**src/rtl/wavelet_channel_scanner_if.sv**
```systemverilog
// Bus between the wavelet filter bank's output mux, firmware-facing status, and the channel scanner.
// The master side drives the sweep request, mux sample, threshold and read index; the scanner is the slave.
interface wavelet_channel_scanner_if #(
  parameter int NUM_CHANNELS = 8,
  parameter int DATA_BITS    = 8,
  parameter int CH_BITS      = 3
);
  logic                    sweep_start;
  logic [DATA_BITS-1:0]    wavelet_value;
  logic [DATA_BITS-1:0]    threshold;
  logic [CH_BITS-1:0]      read_channel;
  logic [7:0]              select_output_channel;
  logic [DATA_BITS-1:0]    peak;
  logic [NUM_CHANNELS-1:0] active;
  logic                    busy;
  logic                    sweep_done;
  logic                    overrun;

  modport master (
    output sweep_start, wavelet_value, threshold, read_channel,
    input  select_output_channel, peak, active, busy, sweep_done, overrun
  );

  modport slave (
    input  sweep_start, wavelet_value, threshold, read_channel,
    output select_output_channel, peak, active, busy, sweep_done, overrun
  );
endinterface

```
**src/rtl/wavelet_channel_scanner.sv**
```systemverilog
// Sweeps the wavelet output mux channel by channel, keeping a decaying peak-hold of |sample|
// and a threshold-activity bit per channel.
module wavelet_channel_scanner #(
  parameter int NUM_CHANNELS  = 8,
  parameter int DATA_BITS     = 8,
  parameter int CH_BITS       = 3,
  parameter int SETTLE_CYCLES = 2,
  parameter int DECAY_SHIFT   = 4
) (
  input logic                   clk,
  input logic                   rst,
  wavelet_channel_scanner_if.slave bus
);

  localparam int                   CNT_BITS  = (SETTLE_CYCLES < 2) ? 1 : $clog2(SETTLE_CYCLES + 1);
  localparam logic [CNT_BITS-1:0]  CNT_LOAD  = CNT_BITS'(SETTLE_CYCLES);
  localparam logic [CNT_BITS-1:0]  CNT_ONE   = CNT_BITS'(1);
  localparam logic [CH_BITS-1:0]   CH_ZERO   = CH_BITS'(0);
  localparam logic [CH_BITS-1:0]   CH_ONE    = CH_BITS'(1);
  localparam logic [CH_BITS-1:0]   CH_LAST   = CH_BITS'(NUM_CHANNELS - 1);
  localparam logic [DATA_BITS-1:0] D_ZERO    = {DATA_BITS{1'b0}};
  localparam logic [DATA_BITS-1:0] D_ONE     = DATA_BITS'(1);
  localparam logic [DATA_BITS-1:0] D_MIN_NEG = {1'b1, {(DATA_BITS-1){1'b0}}};
  localparam logic [DATA_BITS-1:0] D_MAX_POS = {1'b0, {(DATA_BITS-1){1'b1}}};

  typedef enum logic [1:0] {
    S_IDLE    = 2'd0,
    S_SETTLE  = 2'd1,
    S_CAPTURE = 2'd2,
    S_DONE    = 2'd3
  } state_t;

  // The most negative sample has no positive twin, so it clips to the largest positive value.
  function automatic logic [DATA_BITS-1:0] abs_sat(input logic [DATA_BITS-1:0] x);
    logic [DATA_BITS-1:0] r;
    if (x == D_MIN_NEG) begin
      r = D_MAX_POS;
    end else if (x[DATA_BITS-1]) begin
      r = ~x + D_ONE;
    end else begin
      r = x;
    end
    return r;
  endfunction

  function automatic logic [DATA_BITS-1:0] decay_step(input logic [DATA_BITS-1:0] p);
    logic [DATA_BITS-1:0] d;
    d = p >> DECAY_SHIFT;
    if ((d == D_ZERO) && (p != D_ZERO)) begin
      d = D_ONE;
    end else begin
      d = d;
    end
    return p - d;
  endfunction

  state_t                  state_r;
  logic [CNT_BITS-1:0]     cnt_r;
  logic [CH_BITS-1:0]      ch_r;
  logic [DATA_BITS-1:0]    thr_r;
  logic [DATA_BITS-1:0]    peak_r [NUM_CHANNELS];
  logic [7:0]              select_r;
  logic [NUM_CHANNELS-1:0] active_r;
  logic                    busy_r;
  logic                    done_r;
  logic                    overrun_r;

  logic [DATA_BITS-1:0]    sample_abs_s;
  logic [DATA_BITS-1:0]    cur_peak_s;
  logic [DATA_BITS-1:0]    new_peak_s;
  logic [DATA_BITS-1:0]    read_peak_s;

  // Next peak value for the channel currently being captured.
  always_comb begin
    sample_abs_s = abs_sat(bus.wavelet_value);
    cur_peak_s   = peak_r[ch_r];
    new_peak_s   = (sample_abs_s > cur_peak_s) ? sample_abs_s : decay_step(cur_peak_s);
  end

  // Firmware read port; indices past the last channel read as zero.
  always_comb begin
    read_peak_s = D_ZERO;
    if (int'(bus.read_channel) < NUM_CHANNELS) begin
      read_peak_s = peak_r[bus.read_channel];
    end else begin
      read_peak_s = D_ZERO;
    end
  end

  // Sweep sequencer with its registered status outputs and the per-channel peak/activity state.
  always_ff @(posedge clk or negedge rst) begin
    if (!rst) begin
      state_r   <= S_IDLE;
      cnt_r     <= {CNT_BITS{1'b0}};
      ch_r      <= CH_ZERO;
      thr_r     <= D_ZERO;
      select_r  <= 8'd0;
      active_r  <= {NUM_CHANNELS{1'b0}};
      busy_r    <= 1'b0;
      done_r    <= 1'b0;
      overrun_r <= 1'b0;
      for (int i = 0; i < NUM_CHANNELS; i++) begin
        peak_r[i] <= D_ZERO;
      end
    end else begin
      done_r <= 1'b0;
      if (bus.sweep_start && ((state_r == S_SETTLE) || (state_r == S_CAPTURE))) begin
        overrun_r <= 1'b1;
      end
      case (state_r)
        // DONE accepts a new start exactly like IDLE so sweeps can run back to back.
        S_IDLE, S_DONE: begin
          select_r <= 8'd0;
          if (bus.sweep_start) begin
            thr_r   <= bus.threshold;
            ch_r    <= CH_ZERO;
            cnt_r   <= CNT_LOAD;
            busy_r  <= 1'b1;
            state_r <= S_SETTLE;
          end else begin
            busy_r  <= 1'b0;
            state_r <= S_IDLE;
          end
        end
        S_SETTLE: begin
          if (cnt_r == CNT_ONE) begin
            state_r <= S_CAPTURE;
          end else begin
            cnt_r <= cnt_r - CNT_ONE;
          end
        end
        S_CAPTURE: begin
          peak_r[ch_r]   <= new_peak_s;
          active_r[ch_r] <= (new_peak_s >= thr_r);
          if (ch_r == CH_LAST) begin
            busy_r  <= 1'b0;
            done_r  <= 1'b1;
            state_r <= S_DONE;
          end else begin
            ch_r     <= ch_r + CH_ONE;
            select_r <= 8'(ch_r + CH_ONE);
            cnt_r    <= CNT_LOAD;
            state_r  <= S_SETTLE;
          end
        end
        default: begin
          busy_r  <= 1'b0;
          state_r <= S_IDLE;
        end
      endcase
    end
  end

  assign bus.select_output_channel = select_r;
  assign bus.peak                  = read_peak_s;
  assign bus.active                = active_r;
  assign bus.busy                  = busy_r;
  assign bus.sweep_done            = done_r;
  assign bus.overrun               = overrun_r;

endmodule

```
**src/flat_wrapper.sv**
```systemverilog
// flat-port wrapper written by rule: the top's interface ports become plain ports
module wavelet_channel_scanner_flat 
#(
  parameter int NUM_CHANNELS  = 8,
  parameter int DATA_BITS     = 8,
  parameter int CH_BITS       = 3,
  parameter int SETTLE_CYCLES = 2,
  parameter int DECAY_SHIFT   = 4
)
  (clk, rst, bus_sweep_start, bus_wavelet_value, bus_threshold, bus_read_channel, bus_select_output_channel, bus_peak, bus_active, bus_busy, bus_sweep_done, bus_overrun);
  wavelet_channel_scanner_if #(.NUM_CHANNELS(NUM_CHANNELS), .DATA_BITS(DATA_BITS), .CH_BITS(CH_BITS)) bus_i ();
  input logic clk;
  input logic rst;
  input wire logic [$bits(bus_i.sweep_start)-1:0] bus_sweep_start;
  input wire logic [$bits(bus_i.wavelet_value)-1:0] bus_wavelet_value;
  input wire logic [$bits(bus_i.threshold)-1:0] bus_threshold;
  input wire logic [$bits(bus_i.read_channel)-1:0] bus_read_channel;
  output wire logic [$bits(bus_i.select_output_channel)-1:0] bus_select_output_channel;
  output wire logic [$bits(bus_i.peak)-1:0] bus_peak;
  output wire logic [$bits(bus_i.active)-1:0] bus_active;
  output wire logic [$bits(bus_i.busy)-1:0] bus_busy;
  output wire logic [$bits(bus_i.sweep_done)-1:0] bus_sweep_done;
  output wire logic [$bits(bus_i.overrun)-1:0] bus_overrun;
  assign bus_i.sweep_start = bus_sweep_start;
  assign bus_i.wavelet_value = bus_wavelet_value;
  assign bus_i.threshold = bus_threshold;
  assign bus_i.read_channel = bus_read_channel;
  assign bus_select_output_channel = bus_i.select_output_channel;
  assign bus_peak = bus_i.peak;
  assign bus_active = bus_i.active;
  assign bus_busy = bus_i.busy;
  assign bus_sweep_done = bus_i.sweep_done;
  assign bus_overrun = bus_i.overrun;
  wavelet_channel_scanner #(.NUM_CHANNELS(NUM_CHANNELS), .DATA_BITS(DATA_BITS), .CH_BITS(CH_BITS), .SETTLE_CYCLES(SETTLE_CYCLES), .DECAY_SHIFT(DECAY_SHIFT)) u_core (.clk(clk), .rst(rst), .bus(bus_i));
endmodule
```
**config.mk**
```make
export PLATFORM = sky130hd
export DESIGN_NAME = wavelet_channel_scanner_flat
export DESIGN_NICKNAME = d
export VERILOG_FILES = /design/src/rtl/wavelet_channel_scanner_if.sv /design/src/rtl/wavelet_channel_scanner.sv /design/src/flat_wrapper.sv
export SDC_FILE = /design/constraint.sdc
export NUM_CORES = 1
export LEC_CHECK = 0
export ABC_AREA = 1
export ABC_CLOCK_PERIOD_IN_PS = 8500
export CAP_MARGIN = 15
export CORE_AREA = 2 2 117 119
export DETAILED_ROUTE_END_ITERATION = 8
export DIE_AREA = 0 0 119 121
export HOLD_SLACK_MARGIN = 0.06
export PLACE_DENSITY_LB_ADDON = 0.05
export SYNTH_ARGS = -nofsm -noshare
export SYNTH_HDL_FRONTEND = slang
export SYNTH_SLANG_ARGS = --single-unit
```
**constraint.sdc**
```tcl
create_clock -name clk -period 8.5 [get_ports clk]
set_input_delay 1.7 -clock clk [delete_from_list [all_inputs] [get_ports clk]]
set_output_delay 1.7 -clock clk [all_outputs]
set_load 0.05 [all_outputs]
```
# ---- Word level (Yosys, flattened, before mapping)
# Cells that the tools add are included.
dict set report op_classes {
  muxes 34
  n_eq_ne 11
  n_reduce_logical 15
  bitwise_logic 3
  addsub 5
  magnitude_cmp 7
}
# cell n
set ops {}
lappend ops {{$mux 8} 9}
lappend ops {{$bwmux 64} 1}
lappend ops {{$bmux 8 s3} 2}
lappend ops {{$demux 8 s3} 1}
lappend ops {{$pmux 8 s2} 1}
lappend ops {{$pmux 2 s3} 2}
lappend ops {{$mux 2} 5}
lappend ops {{$ne 2x2->1 const B} 5}
lappend ops {{$add 8x1->8 const B} 1}
lappend ops {{$bwmux 8} 1}
lappend ops {{$eq 8x8->1 const B} 1}
lappend ops {{$ge 4x4->1 const B} 2}
lappend ops {{$ge 8x8->1} 1}
lappend ops {{$gt 8x8->1} 1}
lappend ops {{$logic_not 8->1} 1}
lappend ops {{$not 3->4} 2}
lappend ops {{$not 8->8} 1}
lappend ops {{$reduce_bool 8->1} 1}
lappend ops {{$sub 8x4->8} 1}
lappend ops {{$mux 1} 6}
lappend ops {{$mux 3} 2}
lappend ops {{$pmux 3 s2} 1}
lappend ops {{$reduce_and 2->1} 3}
lappend ops {{$reduce_and 3->1} 2}
lappend ops {{17 further kinds} 22}
dict set report word_totals {
  in_bits 22
  register_bits 98
  out_inout_bits 27
  wordCells 92
}

# ---- Depth between registers and ports, before layout
# Gate-level depths: netlist of run 1.
dict set report depth {
  depth_word 11
  ltp_mapped 28
  ltp_nobuf 27
}

# ---- Worst setup path after synthesis of run 1
# No wires, ideal clock.
dict set report synth_timing {
  kind {input to register}
  startpoint {in bus_wavelet_value[7]}
  endpoint {reg u_core.active_r[0], in the netlist u_core.bus.active[0]}
  path_stages 20
  slack_ns 3.442
  arrival_time_ns 4.990
  required_ns 8.432
  path_cell_list {buf_4 inv_1 or2_1 nor2_4 inv_2 o21ai_0 a21oi_1 inv_1 ha_1 nand2_1 o21ai_0 nand2_1 o211ai_2 nand4_1 and2_1 ha_1 nand2_1 o41ai_1 nand2_1 nand2_1}
}
dict set report synth_between {
  elab_chain_len 8
  elab_cells_between_ends 9
  cone_classes {add/sub: 1; order compare: 2; eq/ne: 1; mux: 4; bitwise: 1}
}
# element line
set synth_lines {}
lappend synth_lines {{start, declared} flat_wrapper.sv:15} ;# input wire logic [$bits(bus_i.wavelet_value)-1:0] bus_wavelet_value;
lappend synth_lines {{$not 8->8} wavelet_channel_scanner.sv:39} ;# r = ~x + D_ONE;
lappend synth_lines {{$add 8x1->8} wavelet_channel_scanner.sv:39}
lappend synth_lines {{$mux 8} wavelet_channel_scanner.sv:38} ;# end else if (x[DATA_BITS-1]) begin
lappend synth_lines {{$mux 8 (*)} wavelet_channel_scanner.sv:36} ;# if (x == D_MIN_NEG) begin
lappend synth_lines {{$gt 8x8->1} wavelet_channel_scanner.sv:77} ;# new_peak_s = (sample_abs_s > cur_peak_s) ? sample_abs_s : decay_step(cur_peak_s);
lappend synth_lines {{$mux 8 (*)} wavelet_channel_scanner.sv:77}
lappend synth_lines {{named net u_core.new_peak_s[6]} wavelet_channel_scanner.sv:70} ;# logic [DATA_BITS-1:0] new_peak_s;
lappend synth_lines {{$ge 8x8->1 (*)} wavelet_channel_scanner.sv:134} ;# active_r[ch_r] <= (new_peak_s >= thr_r);
lappend synth_lines {{$bwmux 8 (*)} wavelet_channel_scanner.sv:134}
lappend synth_lines {{end signal, assigned} wavelet_channel_scanner.sv:98} ;# active_r <= {NUM_CHANNELS{1'b0}};
lappend synth_lines {{end signal, assigned by index} wavelet_channel_scanner.sv:134}
lappend synth_lines {{end, declared} wavelet_channel_scanner.sv:63} ;# logic [NUM_CHANNELS-1:0] active_r;
# The timed path passes the listed nets; every way through them passes the cells marked *.
# A chain may end at the register's enable or synchronous reset.

# ---- Worst setup path in the final report of run 1
dict set report layout_timing {
  startpoint {in bus_read_channel[0]}
  endpoint {out bus_peak[4]}
}
dict set report layout_between {
  elab_chain_len 4
}
# element line
set layout_lines {}
lappend layout_lines {{start, declared} flat_wrapper.sv:17} ;# input wire logic [$bits(bus_i.read_channel)-1:0] bus_read_channel;
lappend layout_lines {{$not 3->4 (not written as such)} wavelet_channel_scanner.sv:84} ;# read_peak_s = peak_r[bus.read_channel];
lappend layout_lines {{$bmux 8 s3} wavelet_channel_scanner.sv:84}
lappend layout_lines {{$mux 8 (not written as such) (2 in a row)} wavelet_channel_scanner.sv:84}
lappend layout_lines {{end, declared} flat_wrapper.sv:19} ;# output wire logic [$bits(bus_i.peak)-1:0] bus_peak;
# No other way between the ends. The select of a mux whose other input is x is not followed.

==> results of run 1 <==
-- critical path: cells and delay by family --
| kind | cells | cell delay (ns) |
|---|---|---|
| buffers and inverters | 3 | 2.66 |
| AO/OA/AOI/OAI | 3 | 0.72 |
-- logic make-up (layout without fill, tap and decap cells) --
kind of cell	count (synthesis)	after routing	share of synthesized area, %
multiplexers	2	2	0.3896
flip-flops	94	94	40.69
AO/OA/AOI/OAI	186	186	17.60
AND/OR/NAND/NOR	335	335	24.87
adder cells (fa/ha/maj)	27	27	5.974
other	1	4	0.06487
XOR/XNOR	5	5	0.7577
buffers and inverters	132	164	9.654
-- layer usage --
| layer | wire length [µm] | vias up | track usage (%) | share of wire, % |
|---|---|---|---|---|
| met5 | 0 | - | 0 | 0 |
| met4 | 350 | 0 | 9.003 | 2.2 |
| met3 | 784 | 24 | 3.102 | 4.8 |
| li1 | - | 2610 | - | - |
| met2 | 7608 | 161 | 38.79 | 47 |
| met1 | 7466 | 2493 | 31.32 | 46 |
-- state kept, by name (all words and copies together) (netlist names) --
register and count:
u_core.ch_r 3, u_core.thr_r 8, u_core.bus.busy 1, u_core.bus.sweep_done 1, u_core.bus.active 8, u_core.bus.overrun 1
u_core.state_r 2, u_core.peak_r 64, u_core.cnt_r 2, u_core.bus.select_output_channel 4
-- metrics by stage --
stage	utilization, %	setup slack (ns)	hold WS, ns
5_1_grt	50.17	1.511	0.5156
2_1_floorplan	-	3.442	0.4492
4_1_cts	50.17	1.750	0.4846
6_report	50.17	1.715	0.4813
3_3_place_gp	48.14	1.897	0.4645
3_5_place_dp	48.14	1.767	0.4663
-- synthesized netlist by cell type, drive strengths merged --
cell type / number
xor2: 2
o211ai: 9
nand3b: 1
inv: 101
dfrtp: 94
o21bai: 2
mux2: 2
o22ai: 1
a221oi: 5
nor2: 60
clkbuf: 12
buf: 18
a21oi: 51
clkinv: 1
a31oi: 9
o21a: 1
ha: 26
nor3: 3
conb: 1
nand2: 209
fa: 1
or2: 3
a21boi: 2
nand3: 51
o41ai: 1
xnor2: 3
o21ai: 105
nand4: 6
and2: 2
-- final timing paths --
check                      slack [ns]                          endpoint                             start  cells after the start
min in group asynchronous        1.31     u_core.peak_r[34]$_DFFE_PN0P_                               rst                      1
min reg2reg                      0.48  u_core.bus.active[3]$_DFFE_PN0P_  u_core.bus.active[3]$_DFFE_PN0P_                      2
max                              1.72                       bus_peak[4]               bus_read_channel[0]                      6
min                              0.48  u_core.bus.active[3]$_DFFE_PN0P_  u_core.bus.active[3]$_DFFE_PN0P_                      2
max in group asynchronous        6.08     u_core.peak_r[14]$_DFFE_PN0P_                               rst                      2
max reg2reg                      3.94  u_core.bus.active[1]$_DFFE_PN0P_        u_core.ch_r[0]$_DFFE_PN0P_                     20
-- final cells by class --
class | count | area (µm²)
Fill cell | 1311 | 6520
Multi-Input combinational cell | 559 | 2882
Sequential cell | 94 | 2352
Timing Repair Buffer | 47 | 460.4
Inverter | 102 | 385.4
Clock buffer | 9 | 225.2
Tap cell | 176 | 220.2
Clock inverter | 6 | 40.04
==> results.ini, run 1 <==
[cts]
htreeDepth = 3
tritoncts = built
cts.sinks = 94
clk_pin_slew_ns = 0.07
postCtsSetupBuffers = 0
clock_tree.buffer_depth = 2
cts_root_buffer = clkbuf_16
cts_resized = 0
clock_latency_ns = 0.36
holdBufCountCts = 0
cts_buffers = 9

[placed_design]
post-dp-hpwl_um = 11990
portBuffers = 44
gp_congestion = 0.8838
place_inst = 978
post_dp_cell_area_um2 = 6300

[grt]
grt_pass1_vias = 4984
grt_pass1_wl_um = 26180
antenna_found_initial = 0
grt_max_degree = 57
track_usage_pct = 23.42
overflow = 0

[final_layout]
final_nets = 862
final_common_cell = nand2_1
finalInstanceArea_um2 = 6565
final_cell_mix = nand2_1 (203), dfrtp_1 (94), inv_1 (93), o21ai_0 (93), a21oi_1 (51)
diodes = 0
fin_cells = 993
syn_to_final_growth_pct = 13.57
layout-drive-gt1-share_pct = 6.120

[detailed_routing]
postRouteAntennaNets = 0
routed_wirelength_um = 16210
wl_per_cell_um = 16.32
drc = 0
drt_iter0_markers = 364
vias = 5288
drt_first_pass_iters = 5
post_drt_via_cell_ratio = 5.325

[timing]
max_freq_mhz = 147.4
clock_skew_ns = 0.01031
final_max_slew_viol_count = 0
rsz0062_at_grt = false
period_needed_ns = 6.785
hold_viol = 0
finalSetupViolations = 0
setup_tns_ns = 0
worst_slew_pin_slew_ns = 0.9652
timing.final.crit_share_pct = 79.82
relSlewSlack_pct = 35.45

[logic_synthesis]
syn-cell-area_um2 = 5781
ys_types = 42
ys_seq_area_share_pct = 40.69
yosys_warnings = 0
ys_seq_elements = 94
synthTopCellsByArea = dfrtp_1 (41%), nand2_1 (13%), o21ai_0 (8.1%)
synthCells = 782
synth.largest_area_cell = dfrtp_1
avgSynthCellArea_um2 = 7.392
synth_top_area_share_pct = 40.69

[critical_path]
worstPathArrival_ns = 5.08
crit_path_end_kind = primary output
path_cells = clkdlybuf4s50_1, inv_1, a21oi_1, o21ai_0, a31oi_1, clkdlybuf4s50_1
crit_path_frequent_cell = clkdlybuf4s50_1
crit_fanout = 34
start_kind = input pin
slowest_stage = clkdlybuf4s50_1
cpPeakStageDelay_ns = 1.10
cp.required_ns = 6.80
worstSetupPathType = input pin to primary output

[die]
core_um2 = 13090
die_h_um = 121
rows = 42
start_util_pct = 44.18
die_area_um2 = 14400
boundaryPins = 49
die_w_um = 119

[flow_run]
cap_viol_max_count = 0

[hold_path]
hold_path.class = register to register

[status]
status = completed

Power of run 1 is left out: the tool's default activity adds up to more than one toggle a clock period on the data nets, which glitch-free logic cannot reach.
==> run 2, diff against run 1 <==
ABC_CLOCK_PERIOD_IN_PS = 6950   (was 8500)
clock period = 6.95 ns   (was 8.5 ns; I/O delays follow)
==> run 2 against run 1 <==
Compared with the run above: clock skew fell by 0.0062 ns; via count rose by 2.5%; sequential share of layout area fell by 0.38 points; largest cell class unchanged.
==> results.ini, run 2 (same netlist as run 1, synthesis figures left out) <==
[status]
status = completed  ; unchanged

[grt]
grt_pass1_wl_um = 26650  ; was 26180 µm
antenna_found_initial = 0  ; unchanged
grt_max_degree = 67  ; was 57
overflow = 0  ; unchanged
grt_pass1_vias = 5041  ; was 4984
track_usage_pct = 23.91  ; was 23.42%

[detailed_routing]
top_layer = met4  ; unchanged
dr_wl_met3_um = 953  ; was 784 µm
vias = 5422  ; was 5288
routed_wirelength_um = 16510  ; was 16210 µm
drt_first_pass_iters = 7  ; was 5
postRouteAntennaNets = 0  ; unchanged
drc = 0  ; unchanged
met2_length_um = 7512  ; was 7608 µm
wl_met1_um = 7573  ; was 7466 µm
drt_iter0_markers = 517  ; was 364
post_drt_via_cell_ratio = 5.427  ; was 5.325
wl_per_cell_um = 16.53  ; was 16.32 µm

[die]
die_w_um = 119  ; unchanged
rows = 42  ; unchanged
die_area_um2 = 14400  ; unchanged
die_h_um = 121  ; unchanged
boundaryPins = 49  ; unchanged
core_um2 = 13090  ; unchanged
start_util_pct = 44.18  ; unchanged

[timing]
final_max_slew_viol_count = 0  ; unchanged
finalSetupViolations = 0  ; unchanged
clock_skew_ns = 0.004129  ; was 0.01031 ns
relSlewSlack_pct = 40.40  ; was 35.45%
setup_tns_ns = 0  ; unchanged
rsz0062_at_grt = false  ; unchanged
period_needed_ns = 5.602
hold_viol = 0  ; unchanged
max_freq_mhz = 178.5
timing.final.crit_share_pct = 80.61
worst_slew_pin_slew_ns = 0.8930  ; was 0.9652 ns

[placed_design]
portBuffers = 44  ; unchanged
post-dp-hpwl_um = 11860  ; was 11990 µm
gp_congestion = 0.8715  ; was 0.8838

[final_layout]
layout-drive-gt1-share_pct = 6.683  ; was 6.120%
syn_to_final_growth_pct = 14.78  ; was 13.57%
largest_reg_flops = 64  ; unchanged
final_nets = 867  ; was 862
largest-register = u_core.peak_r  ; unchanged
final_cell_mix = nand2_1 (203), dfrtp_1 (94), inv_1 (93), o21ai_0 (93), a21oi_1 (51)  ; unchanged
fillers = 1312  ; was 1311
multi_input_area_um2 = 2882  ; unchanged
final_common_cell = nand2_1  ; unchanged
seqCellArea_um2 = 2352  ; unchanged
diodes = 0  ; unchanged

[cts]
tritoncts = built  ; unchanged
postCtsSetupBuffers = 0  ; unchanged
clock_tree.buffer_depth = 2  ; unchanged
holdBufCountCts = 0  ; unchanged
cts.sinks = 94  ; unchanged
cts_buffers = 9  ; unchanged
clock_latency_ns = 0.35  ; was 0.36 ns
cts_resized = 0  ; unchanged
cts_root_buffer = clkbuf_16  ; unchanged
clk_pin_slew_ns = 0.06  ; was 0.07 ns
htreeDepth = 3  ; unchanged

[critical_path]
cp.required_ns = 5.56  ; was 6.80 ns
worstPathArrival_ns = 4.21  ; was 5.08 ns
crit_fanout = 34  ; unchanged
worstSetupPathType = input pin to primary output  ; unchanged
start_kind = input pin  ; unchanged
crit_path_end_kind = primary output  ; unchanged

[flow_run]
cap_viol_max_count = 0  ; unchanged

[hold_path]
hold_path.class = register to register  ; unchanged

==> run 2: cell types whose count changed in the layout (fill, tap and decap cells not counted), sizes merged <==
cell,before,now
clkbuf,9,12
clkinvlp,1,0
bufinv,0,1
inv,101,102
buf,4,8
clkinv,6,4
==> run 2: final cells by class <==
cell class	instances	area share [%]
multi-input combinational	559	43.43
sequential	94	35.45
clock buffer	11	3.658
clock inverter	5	0.8674
tap	176	3.319
timing repair buffer	52	7.467
inverter	102	5.808
==> run 2: worst paths after layout <==
check	startpoint	end	slack, ns	depth (start not counted)
worst min-delay path	u_core.bus.overrun$_DFFE_PN0P_	u_core.bus.overrun$_DFFE_PN0P_	0.48	1
worst max-delay path	bus_read_channel[0]	bus_peak[5]	1.35	7
min in group asynchronous	rst	u_core.peak_r[2]$_DFFE_PN0P_	0.96	1
max in group asynchronous	rst	u_core.thr_r[5]$_DFFE_PN0P_	4.79	2
worst min register to register	u_core.bus.overrun$_DFFE_PN0P_	u_core.bus.overrun$_DFFE_PN0P_	0.48	1
worst max register to register	u_core.ch_r[0]$_DFFE_PN0P_	u_core.bus.active[6]$_DFFE_PN0P_	2.03	23
==> run 2: critical path: stages <==
cell and delay (ns):
clkdlybuf4s50_1 0.46, buf_4 0.30, inv_1 0.47, o21ai_0 0.34, a221oi_1 0.12, a31oi_1 0.26
clkdlybuf4s50_1 0.86
==> run 2: metrics by stage <==
stage	instance area (µm²)	setup WS, ns	utilization (%)	std cells	hold WS, ns
final	6635	1.348	50.71	999	0.4787
after global routing	6635	0.9976	50.71	999	0.4944
after CTS	6630	1.124	50.67	998	0.4829
after detailed placement	6330	0.7901	48.37	982	0.4609
after global placement	6330	0.9480	48.37	982	0.4653
after floorplan	5792	2.202	-	785	0.4492
==> run 2: routing by layer <==
layer	track usage, %	vias up
li1	-	2628
met1	32.62	2581
met2	37.61	181
met3	4.558	32
met4	9.524	0
met5	0	-
Power of run 2 is left out for the same reason.
